$ cat config.mk
export PLATFORM = sky130hd
export DESIGN_NAME = exe_stage
export DESIGN_NICKNAME = d
export VERILOG_FILES = /design/src/rtl/exe_stage.sv
export SDC_FILE = /design/constraint.sdc
export NUM_CORES = 1
export LEC_CHECK = 0
export ABC_AREA = 1
export BUFFER_PORTS_ARGS = -buffer_cell sky130_fd_sc_hd__clkbuf_2
export CORE_AREA = 2 2 159 161
export DETAILED_ROUTE_END_ITERATION = 7
export DIE_AREA = 0 0 161 163
export GPL_TIMING_DRIVEN = 0
export PLACE_DENSITY = 0.69
export SYNTH_ARGS = -nofsm -noshare
export SYNTH_HDL_FRONTEND = slang
export SYNTH_SLANG_ARGS = --single-unit
$ cat constraint.sdc
create_clock -name clk -period 1.7 [get_ports clk]
set_clock_uncertainty 0.15 [all_clocks]
set_input_delay 0.17 -clock clk [delete_from_list [all_inputs] [get_ports clk]]
set_output_delay 0.17 -clock clk [all_outputs]
set_load 0.02 [all_outputs]
$ cat src/rtl/exe_stage.sv
// Execute pipeline stage: one-entry bundle register between ID and MEM with
// valid/allowin handshake, ALU operand drive, ID bypass and a sticky control-check flag.
module exe_stage #(
  parameter int ALU_CTRL_W = 12,
  parameter int DEST_W     = 5
) (
  input  logic                  clk,
  input  logic                  resetn,
  input  logic                  flush,
  input  logic                  ds_to_es_valid,
  output logic                  es_allowin,
  input  logic [ALU_CTRL_W-1:0] ds_alu_control,
  input  logic [31:0]           ds_src1,
  input  logic [31:0]           ds_src2,
  input  logic [31:0]           ds_pc,
  input  logic [31:0]           ds_store_data,
  input  logic [DEST_W-1:0]     ds_dest,
  input  logic                  ds_gr_we,
  input  logic                  ds_mem_we,
  input  logic                  ds_res_from_mem,
  output logic [ALU_CTRL_W-1:0] alu_control,
  output logic [31:0]           alu_rj,
  output logic [31:0]           alu_rk,
  input  logic [31:0]           alu_result,
  output logic                  es_to_ms_valid,
  input  logic                  ms_allowin,
  output logic [31:0]           es_pc,
  output logic [31:0]           es_result,
  output logic [31:0]           es_store_data,
  output logic [DEST_W-1:0]     es_dest,
  output logic                  es_gr_we,
  output logic                  es_mem_we,
  output logic                  es_res_from_mem,
  output logic                  es_fwd_valid,
  output logic [DEST_W-1:0]     es_fwd_dest,
  output logic [31:0]           es_fwd_data,
  output logic                  es_load_hazard,
  output logic                  es_ctrl_err
);

  typedef struct packed {
    logic [ALU_CTRL_W-1:0] ctrl;
    logic [31:0]           src1;
    logic [31:0]           src2;
    logic [31:0]           pc;
    logic [31:0]           store_data;
    logic [DEST_W-1:0]     dest;
    logic                  gr_we;
    logic                  mem_we;
    logic                  res_from_mem;
  } bundle_t;

  bundle_t ds_b, es_b;
  logic    es_valid;
  logic    es_ready_go;
  logic    accept;
  logic    ctrl_bad;

  assign ds_b = '{ctrl: ds_alu_control, src1: ds_src1, src2: ds_src2, pc: ds_pc,
                  store_data: ds_store_data, dest: ds_dest, gr_we: ds_gr_we,
                  mem_we: ds_mem_we, res_from_mem: ds_res_from_mem};

  // Single-cycle ALU: the stage is always ready to hand off.
  assign es_ready_go = 1'b1;
  assign es_allowin  = !es_valid || (es_ready_go && ms_allowin);
  assign accept      = ds_to_es_valid && es_allowin && !flush;
  assign ctrl_bad    = ($countones(ds_alu_control) != 1);

  always_ff @(posedge clk or negedge resetn) begin
    if (!resetn) begin
      es_valid    <= 1'b0;
      es_b        <= '0;
      es_ctrl_err <= 1'b0;
    end else begin
      if (flush)           es_valid <= 1'b0;
      else if (es_allowin) es_valid <= ds_to_es_valid;
      if (accept) begin
        es_b <= ds_b;
        if (ctrl_bad) es_ctrl_err <= 1'b1;
      end
    end
  end

  assign es_to_ms_valid  = es_valid && es_ready_go && !flush;
  assign alu_control     = es_valid ? es_b.ctrl : '0;
  assign alu_rj          = es_b.src1;
  assign alu_rk          = es_b.src2;

  assign es_pc           = es_b.pc;
  assign es_result       = alu_result;
  assign es_store_data   = es_b.store_data;
  assign es_dest         = es_b.dest;
  assign es_gr_we        = es_b.gr_we;
  assign es_mem_we       = es_b.mem_we;
  assign es_res_from_mem = es_b.res_from_mem;

  // Bypass only when the held instruction really writes a non-zero register.
  assign es_fwd_valid    = es_valid && es_b.gr_we && (es_b.dest != '0);
  assign es_fwd_dest     = es_b.dest;
  assign es_fwd_data     = alu_result;
  assign es_load_hazard  = es_fwd_valid && es_b.res_from_mem;

endmodule

# Word level (Yosys, flattened, before mapping)
# Cells that the tools add are included.
[classes] addsub=11 n_eq_ne=1 mux=3 n_reduce_logical=12
[ops] op="$add A1 B1 Y2" n=6
[ops] op="$mux W12" n=1
[ops] op="$add A2 B2 Y3" n=3
[ops] op="$logic_and A1 B1 Y1" n=6
[ops] op="$add A4 B3 Y5" n=1
[ops] op="$ne A5 B1 Y1 const B" n=1
[ops] op="$reduce_bool A5 Y1" n=1
[ops] op="$add A3 B3 Y4" n=1
[ops] op="$logic_not A1 Y1" n=2
[ops] op="$mux W1" n=2
[ops] op="$reduce_and A2 Y1" n=1
[ops] op="$reduce_bool A2 Y1" n=1
[ops] op="$logic_or A1 B1 Y1" n=1
[word_totals] regBits=150 input_bits=185 out_inout_bits=222 word_cells=38

# Longest topological paths before layout
[depth] word_depth=6 mapped_depth=15 ltp_nobuf=15

# Worst setup path after synthesis
# Ideal clock, no wire load.
[synth_timing] path_type="input -> register" start="in ds_alu_control[0]" end="reg es_ctrl_err" setup_time_ns=0.116 arrival_ns=3.075 t_required_ns=1.434 path_slack_ns=-1.641 stages=14 n_path_buf=0 path_cell_list="fa_1 -> fa_1 -> inv_1 -> fa_1 -> fa_1 -> inv_1 -> ha_1 -> inv_1 -> fa_1 -> nand3_1 -> nor2_1 -> nand2_1 -> nand2_1 -> nand2_1"
[synth_via] elab_chain_len=6
[synth_lines] element="start: declaration" line_no="12" rtl="input logic [ALU_CTRL_W-1:0] ds_alu_control,"
[synth_lines] element="$add A1 B1 Y2 (not written as such)" line_no="67" rtl="assign ctrl_bad = ($countones(ds_alu_control) != 1);"
[synth_lines] element="$add A2 B2 Y3 (not written as such)" line_no="67"
[synth_lines] element="$add A3 B3 Y4 (not written as such)" line_no="67"
[synth_lines] element="$add A4 B3 Y5 (not written as such)" line_no="67"
[synth_lines] element="$ne A5 B1 Y1" line_no="67"
[synth_lines] element="$reduce_and A2 Y1 (no source line)"
[synth_lines] element="end signal: assignment" line_no="73" rtl="es_ctrl_err <= 1'b0;"
[synth_lines] element="end signal: assignment" line_no="79" rtl="if (ctrl_bad) es_ctrl_err <= 1'b1;"
[synth_lines] element="end: declaration" line_no="38" rtl="output logic es_ctrl_err"
# No other way between the ends.
# A chain may end at the register's enable or synchronous reset.

# Worst setup path in the final report
[layout_timing] start="in ds_alu_control[9]" end="reg es_ctrl_err"
[layout_via] elab_chain_len=5
[layout_lines] element="$add A1 B1 Y2 (not written as such)" line_no="67"
[layout_lines] element="$add A2 B2 Y3 (not written as such)" line_no="67"
[layout_lines] element="$add A4 B3 Y5 (not written as such)" line_no="67"
[layout_lines] element="$ne A5 B1 Y1" line_no="67"
[layout_lines] element="$reduce_and A2 Y1 (no source line)"
# No other way between the ends.

==> reports/qor.log <==
qor: timing.report.final.slew_viol_count 0
qor: worst_setup_path.cp_slowest_cell sky130_fd_sc_hd__fa_1
qor: cells_and_area.multi_input_comb_area 2050 um^2
qor: global_routing.grt_start_max_net_pins 87
qor: worst_setup_path.critPathRequiredTime 1860 ps
qor: cells_and_area.drive_gt1_share 46.0%
qor: placed_design.total_cell_area_at_the_placement_stage 9870 um^2
qor: worst_setup_path.crit_fanout 2
qor: cells_and_area.count_of_antenna_diodes_in_the_layout 0
qor: logic_synthesis.synth_top_area_cells sky130_fd_sc_hd__dfrtp_1, sky130_fd_sc_hd__nand2_1, sky130_fd_sc_hd__buf_4
qor: route.detail_route.vias_per_cell 4.06
qor: cells_and_area.layout.filler_cells 2318
qor: clock_network.cts_root_buffer sky130_fd_sc_hd__clkbuf_16
qor: clock_network.htree_levels 4
qor: worst_setup_path.worst_path_most_repeated_cell sky130_fd_sc_hd__fa_1
qor: worst_setup_path.reg2reg_setup_slack 60 ps
qor: logic_synthesis.syn_nets 1100
qor: timing.finalSetupViolations 1
qor: pwr.power.ir.vdd_worst 0.000520 V
qor: route.drtPass1Iterations 4
qor: logic_synthesis.synthCells 904
qor: route.remaining_drc_errors 0
qor: run_status.run_status finished with violations
qor: timing.unrepaired_setup_endpoints_after_global_routing true
qor: global_routing.globalRouteOverflowTotal 0
qor: worst_setup_path.critical_path.endpoint_type flop
qor: clock_network.clk_latency 410 ps
qor: floorplan.io-pin-count 407
qor: run_status.violated_checks setup timing
qor: timing.max-slew-margin-rel 63.2%
qor: pwr.power-per-cell-area 977 nW/um^2
qor: logic_synthesis.synth.yosys.seq_area_share 49.7%
qor: route.route.final.wire_length 23600 um
qor: worst_setup_path.path_buf_inv 4
qor: run.timing.max_cap.violations 0
qor: clock_network.tritoncts_num_sinks 150
qor: placed_design.buffer_ports.inserted 374
qor: placed_design.dp_hpwl 16100 um
qor: route.route.vias.total 7303
qor: global_routing.initial_antenna_violation_count 0
qor: placed_design.place.gp.congestion 0.810
qor: floorplan.fp.coreArea 24700 um^2
qor: route.drt_iter0_markers 331
qor: global_routing.wire_length_of_the_first_global_routing_pass 36100 um
qor: cells_and_area.layout.cell_area.non_filler 12200 um^2
qor: clock_network.cts.path.max_buffers 2
qor: clock_network.cts_tree built
qor: worst_setup_path.cpPeakStageDelay 530 ps
qor: worst_setup_path.worst_r2r_path_depth 9
qor: logic_synthesis.synth-warning-count 0
qor: timing.clock.fmax 312 MHz
qor: timing.fin_crit 3200 ps
qor: worst_setup_path.crit_path_cell_trace clkbuf_2, fa_1, fa_1, inv_1, fa_1, fa_1, inv_1, ha_1, inv_1, fa_1, nand3_1, nor2_1, nand2_1, nand2_1, nand2_1
qor: floorplan.die_height 163 um
qor: clock_network.clk_pin_slew_worst_paths 70 ps
qor: worst_setup_path.timing.setup.critical_path_class input port to flop
qor: floorplan.initial_core_util 30.6%
qor: logic_synthesis.synthDominantCellAreaShare 49.7%
qor: timing.timing.final.ws_setup -1500 ps
qor: route.post_drt_wl_per_cell 13.1 um
qor: worst_setup_path.reg2reg_to alu_rj[4]
qor: logic_synthesis.synth.avg_cell_area 8.35 um^2
qor: cells_and_area.utilization 49.4%
qor: worst_setup_path.worst-endpoint-arrival 3360 ps
qor: route.final_antenna_net_count 0
qor: min_path.worstHoldPathType input port to asynchronous set/reset pin
qor: logic_synthesis.netlist.top_cell.by_area sky130_fd_sc_hd__dfrtp_1
qor: logic_synthesis.synthesis.area 7550 um^2
qor: logic_synthesis.count_of_cell_types_in_the_netlist 16
qor: worst_setup_path.worstReg2RegStart es_valid
qor: global_routing.grt.total_usage 17.5%
qor: clock_network.tritoncts.num_buffers 17
qor: cells_and_area.layout-area-overhead-vs-synth 61.3%
qor: floorplan.fp.dieArea 26200 um^2
qor: pwr.power_leakage 7.18 nW
qor: worst_setup_path.worst_path_dominant_cell_family adder cells
qor: global_routing.grt_pass1_vias 7301
qor: logic_synthesis.yosys_register_bits 150
qor: cells_and_area.fin_nets 1650
qor: cells_and_area.area_occupied_by_registers 3750 um^2
qor: floorplan.die-width 161 um
qor: timing.timing_worst_slew_pin_value 552 ps
qor: floorplan.core.rowCount 58
qor: worst_setup_path.critical_path.startpoint_type input port
qor: timing.finalCritPeriodShare 188%
qor: timing.report.final.hold_viol_count 0
-- cells in the mapped netlist --
library cell	number
sky130_fd_sc_hd__nand2_4	1
sky130_fd_sc_hd__buf_6	1
sky130_fd_sc_hd__clkbuf_1	4
sky130_fd_sc_hd__inv_1	33
sky130_fd_sc_hd__nor2_1	8
sky130_fd_sc_hd__ha_1	4
sky130_fd_sc_hd__buf_4	203
sky130_fd_sc_hd__nand2_1	457
sky130_fd_sc_hd__buf_2	26
sky130_fd_sc_hd__nand3_1	1
sky130_fd_sc_hd__nor3_1	1
sky130_fd_sc_hd__o21ai_0	4
sky130_fd_sc_hd__fa_1	7
sky130_fd_sc_hd__dfrtp_1	150
sky130_fd_sc_hd__inv_2	3
sky130_fd_sc_hd__a21oi_1	1
-- stage by stage --
step	setup slack (ps)	instances	TNS (ps)	total power, mW	hold slack (ps)
after floorplan	-1640	904	-1640	6.78	-276
after global placement	-2360	1608	-359050	7.87	214
after detailed placement	-1980	1609	-10230	7.94	56.1
after CTS	-1480	1795	-1660	11.9	168
after global routing	-1650	1797	-5080	12.6	217
final	-1500	1797	-1500	11.9	185
-- layout by cell type (no fill, tap or decap), drive strengths merged --
master         n
clkinvlp       4
ha             4
dlygate4sd3  151
nand2        458
fa             7
nand3          1
nor2           8
nor3           1
a21oi          1
inv           42
o21ai          4
buf          244
clkbuf       389
dfrtp        150
clkinv         3
-- layout make-up --
type	instances	area share (%)
Sequential cell	150	30.8
Multi-Input combinational cell	484	16.8
Clock inverter	13	0.935
Clock buffer	19	3.64
Buffer	234	14.1
Tap cell	330	3.39
Inverter	36	1.13
Timing Repair Buffer	531	29.1
-- report_power, final --
part	switching [mW]	internal [mW]	leakage [nW]
logic	2.02	1.85	5.06
registers	0.317	4.09	1.86
clock network	1.65	1.95	0.261
-- sequential cells by signal, indices dropped and copies added, names as in the netlist --
signal           count
es_valid             1
es_store_data       32
es_ctrl_err          1
es_mem_we            1
es_pc               32
es_b                12
alu_rj              32
es_dest              5
es_gr_we             1
alu_rk              32
es_res_from_mem      1
-- what timing repair did --
item,4_1_cts,5_1_grt
cloned,1,0
endpoints found under the hold margin,213,0
setup endpoints to repair,94,93
hold buffers,151,0
resized for setup,16,68
pin swaps,2,2
buffers inserted,2,2
-- worst register-to-register path: stages (launching register included) --
cell                      delay (ps)
sky130_fd_sc_hd__dfrtp_2         420
sky130_fd_sc_hd__inv_2            60
sky130_fd_sc_hd__nor2_1           40
sky130_fd_sc_hd__inv_2            80
sky130_fd_sc_hd__nand2_4         110
sky130_fd_sc_hd__inv_4           160
sky130_fd_sc_hd__buf_6           180
sky130_fd_sc_hd__buf_2           220
sky130_fd_sc_hd__nand2_1         100
sky130_fd_sc_hd__nand2_1          70
-- cells by family after synthesis --
group                      Yosys count  share of synthesized area [%]
DFF                                150                           49.7
adders and majority gates           11                           2.52
buffers and inverters              270                           24.0
AOI/OAI and AO/OA                    5                          0.331
and+or+nand+nor                    468                           23.4
-- worst max-delay path by stage --
stage                     slack, ps         startpoint  cells past startpoint          end
after floorplan               -1640  ds_alu_control[0]                     14  es_ctrl_err
after global placement        -2360             resetn                      1    es_pc[30]
after detailed placement      -1980  ds_alu_control[0]                     15  es_ctrl_err
after CTS                     -1480  ds_alu_control[5]                     15  es_ctrl_err
after global routing          -1650  ds_alu_control[9]                     15  es_ctrl_err
final                         -1500  ds_alu_control[9]                     15  es_ctrl_err
-- metal layers --
layer	global-route usage (%)	vias up	wire length, um
met5	0	-	0
met4	8.73	0	960
met3	3.92	67	1280
met2	31.0	297	12100
met1	20.0	3357	9210
li1	-	3582	-
(Power assumes the default switching activity.)
